## config.mk

```make
export PLATFORM = sky130hd
export DESIGN_NAME = rr_mux8
export DESIGN_NICKNAME = d
export VERILOG_FILES = /design/src/rtl/rr_mux8.sv
export SDC_FILE = /design/constraint.sdc
export NUM_CORES = 1
export LEC_CHECK = 0
export BUFFER_PORTS_ARGS = -buffer_cell sky130_fd_sc_hd__buf_2
export CAP_MARGIN = 5
export CORE_MARGIN = 8
export CORE_UTILIZATION = 45
export DETAILED_ROUTE_END_ITERATION = 16
export HOLD_SLACK_MARGIN = 0.08
export MAX_ROUTING_LAYER = met4
export PLACE_DENSITY = 0.78
export SYNTH_ARGS = -nofsm -noshare
export SYNTH_HDL_FRONTEND = slang
export SYNTH_SLANG_ARGS = --single-unit
```

## constraint.sdc

```tcl
create_clock -name clk -period 4.3 [get_ports clk]
set_input_delay 0.43 -clock clk [delete_from_list [all_inputs] [get_ports clk]]
set_output_delay 0.43 -clock clk [all_outputs]
set_load 0.01 [all_outputs]
```

## src/rtl/rr_mux8.sv

```systemverilog
// 8-to-1 round-robin packet multiplexer with a single output register.
// Each beat is tagged with its source channel so a downstream demux can split the stream again.
module rr_mux8 #(
    parameter int unsigned DATA_W = 8
) (
    input  logic                clk,
    input  logic                rst_n,
    input  logic [7:0]          in_valid,
    input  logic [7:0]          in_last,
    input  logic [8*DATA_W-1:0] in_data,
    output logic [7:0]          in_ready,
    output logic                out_valid,
    output logic [DATA_W-1:0]   out_data,
    output logic [2:0]          out_sel,
    output logic                out_last,
    input  logic                out_ready
);

    typedef enum logic [0:0] {StArb, StPkt} state_e;

    state_e            r_state;
    state_e            w_state_next;
    logic [2:0]        r_ptr;
    logic [2:0]        r_lock;
    logic [2:0]        w_grant;
    logic [2:0]        w_ch;
    logic              w_found;
    logic              w_space;
    logic              w_accept;
    logic              w_beat_last;
    logic [DATA_W-1:0] w_beat_data;
    logic              r_out_valid;
    logic [DATA_W-1:0] r_out_data;
    logic [2:0]        r_out_sel;
    logic              r_out_last;

    assign w_space = !r_out_valid || out_ready;

    // Scan from the highest offset down so the lowest offset from r_ptr wins.
    always_comb begin
        w_found = 1'b0;
        w_grant = r_ptr;
        for (int k = 7; k >= 0; k--) begin
            if (in_valid[r_ptr + 3'(k)]) begin
                w_found = 1'b1;
                w_grant = r_ptr + 3'(k);
            end
        end
    end

    // rst_n gates in_ready so it drops immediately, without waiting for a clock edge.
    always_comb begin
        in_ready = 8'h00;
        w_ch     = (r_state == StPkt) ? r_lock : w_grant;
        if (rst_n && w_space && ((r_state == StPkt) || w_found)) begin
            in_ready[w_ch] = 1'b1;
        end
    end

    assign w_accept    = |(in_valid & in_ready);
    assign w_beat_last = in_last[w_ch];

    always_comb begin
        w_beat_data = '0;
        for (int i = 0; i < 8; i++) begin
            if (w_ch == 3'(i)) begin
                w_beat_data = in_data[i*DATA_W +: DATA_W];
            end
        end
    end

    always_comb begin
        w_state_next = r_state;
        if (w_accept) begin
            w_state_next = w_beat_last ? StArb : StPkt;
        end
    end

    always_ff @(posedge clk or negedge rst_n) begin
        if (!rst_n) begin
            r_state <= StArb;
        end else begin
            r_state <= w_state_next;
        end
    end

    always_ff @(posedge clk or negedge rst_n) begin
        if (!rst_n) begin
            r_ptr  <= 3'd0;
            r_lock <= 3'd0;
        end else if (w_accept) begin
            r_lock <= w_ch;
            if (w_beat_last) begin
                r_ptr <= w_ch + 3'd1;
            end
        end
    end

    always_ff @(posedge clk or negedge rst_n) begin
        if (!rst_n) begin
            r_out_valid <= 1'b0;
            r_out_data  <= '0;
            r_out_sel   <= 3'd0;
            r_out_last  <= 1'b0;
        end else if (w_accept) begin
            r_out_valid <= 1'b1;
            r_out_data  <= w_beat_data;
            r_out_sel   <= w_ch;
            r_out_last  <= w_beat_last;
        end else if (out_ready) begin
            r_out_valid <= 1'b0;
        end
    end

    assign out_valid = r_out_valid;
    assign out_data  = r_out_data;
    assign out_sel   = r_out_sel;
    assign out_last  = r_out_last;

endmodule
```

==> qor.csv <==
metric,value,unit
Antenna diodes,0,
Setup-failing EPs final,0,
final net count,508,
placed cell count,485,
initial antenna violation count,0,
# rows,27,
first-pass GRT wire length,14400,um
pin count of the biggest net entering global routing,25,
Yosys cell types,60,
wire per inst,18.3,um
Post-CTS Setup Repair Bufs,0,
Worst path max stage delay,0.44,ns
Startpoint Class,flip-flop,
CTS resizes,0,
Synth Register Bits,17,
CP cell instances,inv_1 -> ha_2 -> mux4_2 -> mux2_2 -> nor4b_4 -> nor4b_2 -> a32o_2 -> nor2_4 -> inv_2 -> ha_1 -> ha_1 -> nor2b_2 -> a221oi_1 -> o311a_1 -> o31ai_1,
die width,90.9,um
Reg2Reg Depth,15,
GRT Overall Usage,20.9,%
switching part of the total,54.9,%
Clock Skew,0.00307,ns
Final Cycle Share,93.2,%
Worst Path Arrival,4.16,ns
crit end category,flip-flop,
WS Path Type,flip-flop to flip-flop,
Post-synth EDFFs,0,
final design utilization,58.4,%
# IOs,104,
"FFs w/ async S/R, synth",100,%
pwr dens,1050,nW/um2
net switching power,1850,uW
total gr overflow,0,
Seq pwr share,9.0,%
clock-pin slew on the worst setup and hold paths,0.07,ns
CTS sink cnt,17,
synthesis-to-layout area growth,26.6,%
Worst path slowest cell,ha_2,
Mapped Nets,409,
Hold Fails Final Rpt,0,
Period minus WS final,4.01,ns
P_int,1510,uW
Syn Std Cell Area,2530,um2
Max transition margin,71.7,%
CTS buffer count,3,
top post-synthesis cells by area,"dfrtp_1 17%, mux4_2 11%, nand2_1 7.9%, a22oi_1 4.5%, mux2i_1 4.4%",
Antenna Nets Post-Route,0,
Vias,3010,
Detailed Route Iter0 Violations,338,
clk root buf,clkbuf_8,
top-area cell type share of the netlist area,16.8,%
die area,8270,um2
Critical R2R Launch,r_ptr[0]$_DFFE_PN0P_,
LEAKAGE,0.00145,uW
total negative setup slack,0,ns
Yosys warning count,0,
number of global-route vias before repair,2918,
Vias/cell,6.16,
combinational share of power,87.4,%
WHS,0.0937,ns
Finished Layout Cells,489,
Skew-Pair Late Insertion Delay,0.26,ns
Buf/Inv on CP,2,
Worst Hold Class,input port to asynchronous set/reset pin,
Core Area,5470,um2
DR pass1 iterations,5,
IO Port Bufs,103,
count of final max-slew check failures,0,
unrepaired setup endpoints after global routing,false,
Max Fclk,249,MHz
R2R setup slack,0.29,ns
sequential area share after synthesis,16.8,%
r2r endpoint,out_data[5]$_DFFE_PN0P_,
Clock power frac,3.6,%
top cell family by delay on the critical path,compound AO/OA/AOI/OAI gates,
Clock Tree Buf Depth,2,
ys flop type,dfrtp_1,
VDD IR-drop max,0.464,mV
Syn Area/Cell,7.92,um2
most frequent cells after synthesis,"53 x nand2_1, 21 x nor2_1, 20 x o21ai_0",
hold-fix buffers at CTS,0,
crit path max fanout,8,
Post-DP HPWL,7050,um
CTS tree,yes,
most frequent cell after synthesis,nand2_1,
layout cells sized above 1,37.9,%
status,completed,
Total Wirelength,8960,um
WP depth,15,
Worst EP required,4.45,ns
Die Span Y,90.9,um
Worst-Margin Slew,0.423,ns
cell count after synthesis,319,
Initial Util,46.2,%
Final GP Congestion,0.988,
H-tree Lvls,1,
"area leader, netlist",dfrtp_1,
Max Cap Viol,0,
"Top cell by count, worst path",ha_1,
DRC,0,
## through the flow
stage / power (uW) / cell area (um2) / setup slack, ns
after floorplan: 2500 / 2550 / 0.0254
after global placement: 3130 / 3140 / 0.307
after detailed placement: 3170 / 3140 / 0.192
after CTS: 3310 / 3190 / 0.166
after global routing: 3640 / 3200 / 0.0567
final: 3360 / 3200 / 0.291
## cells by family after synthesis
kind of cell               count (synthesis)  synth area share [%]
AOI/OAI and AO/OA                        113                  31.6
and+or+nand+nor                          113                  21.8
buffers and inverters                     35                  6.24
muxes                                     29                  18.3
DFF                                       17                  16.8
adders and majority gates                  7                  3.47
xor gates and xnor gates                   5                  1.73
## layout by cell type, fill, tap and decap left out, types with 4 or more instances in the layout
master and n:
buf_2 103, nand2_1 53, nor2_1 21, o21ai_0 20
a21oi_1 19, dfrtp_1 17, a22oi_1 15, buf_4 15
mux4_2 12, mux2i_1 9, inv_1 7, nand3_1 7
o21ai_1 7, o22ai_1 6, o31ai_1 6, ha_1 6
o211ai_1 5, nand2b_1 5, nor2b_1 5, o221ai_1 5
mux2_2 4, a31oi_1 4, nor3_1 4
## power groups by stage
stage	clock network [uW]	registers [uW]	logic, uW
3_3_place_gp	0	299	2830
6_report	123	301	2940
4_1_cts	124	299	2880
5_1_grt	133	309	3200
2_1_floorplan	0	304	2190
3_5_place_dp	0	299	2870
## how the worst max path moves through the flow
stage / from / endpoint / slack (ns)
finish: r_ptr[0]$_DFFE_PN0P_ / out_data[5]$_DFFE_PN0P_ / 0.29
global route: r_ptr[0]$_DFFE_PN0P_ / out_data[5]$_DFFE_PN0P_ / 0.06
CTS: r_ptr[0]$_DFFE_PN0P_ / out_data[5]$_DFFE_PN0P_ / 0.17
detailed placement: r_ptr[0]$_DFFE_PN0P_ / out_data[5]$_DFFE_PN0P_ / 0.19
global placement: r_ptr[0]$_DFFE_PN0P_ / out_data[5]$_DFFE_PN0P_ / 0.31
floorplan: r_ptr[1]$_DFFE_PN0P_ / out_data[2]$_DFFE_PN0P_ / 0.03
## worst reg2reg max path, cell delays in order (launching register included)
cell      delay [ns]
dfrtp_1         0.35
inv_1           0.08
ha_2            0.44
mux4_2          0.43
mux2_2          0.34
nor4b_4         0.15
nor4b_2         0.34
a32o_2          0.24
nor2_4          0.07
inv_2           0.13
ha_1            0.26
ha_1            0.19
nor2b_2         0.21
a221oi_1        0.11
o311a_1         0.35
o31ai_1         0.22
## flip-flops by register name, indices dropped and copies added, names as in the netlist
name / count
out_data: 8
out_sel: 3
out_valid: 1
r_state: 1
r_ptr: 3
out_last: 1
## final cells by class
class / count / area, um2
clock buffers: 3 / 41.3
flip-flops and latches: 17 / 425
well taps: 72 / 90.1
fillers: 503 / 2270
repair buffers: 118 / 628
multi-input cells: 267 / 1970
inverters: 11 / 42.5
clock inverters: 1 / 5.00
## routing by layer
layer / global-route usage [%] / part of all wire [%]
met5: - / 0
met4: 2.18 / 0.51
met3: 3.66 / 7.8
met2: 31.7 / 46
met1: 29.1 / 46
No activity file was read; power rests on OpenSTA's default activity.
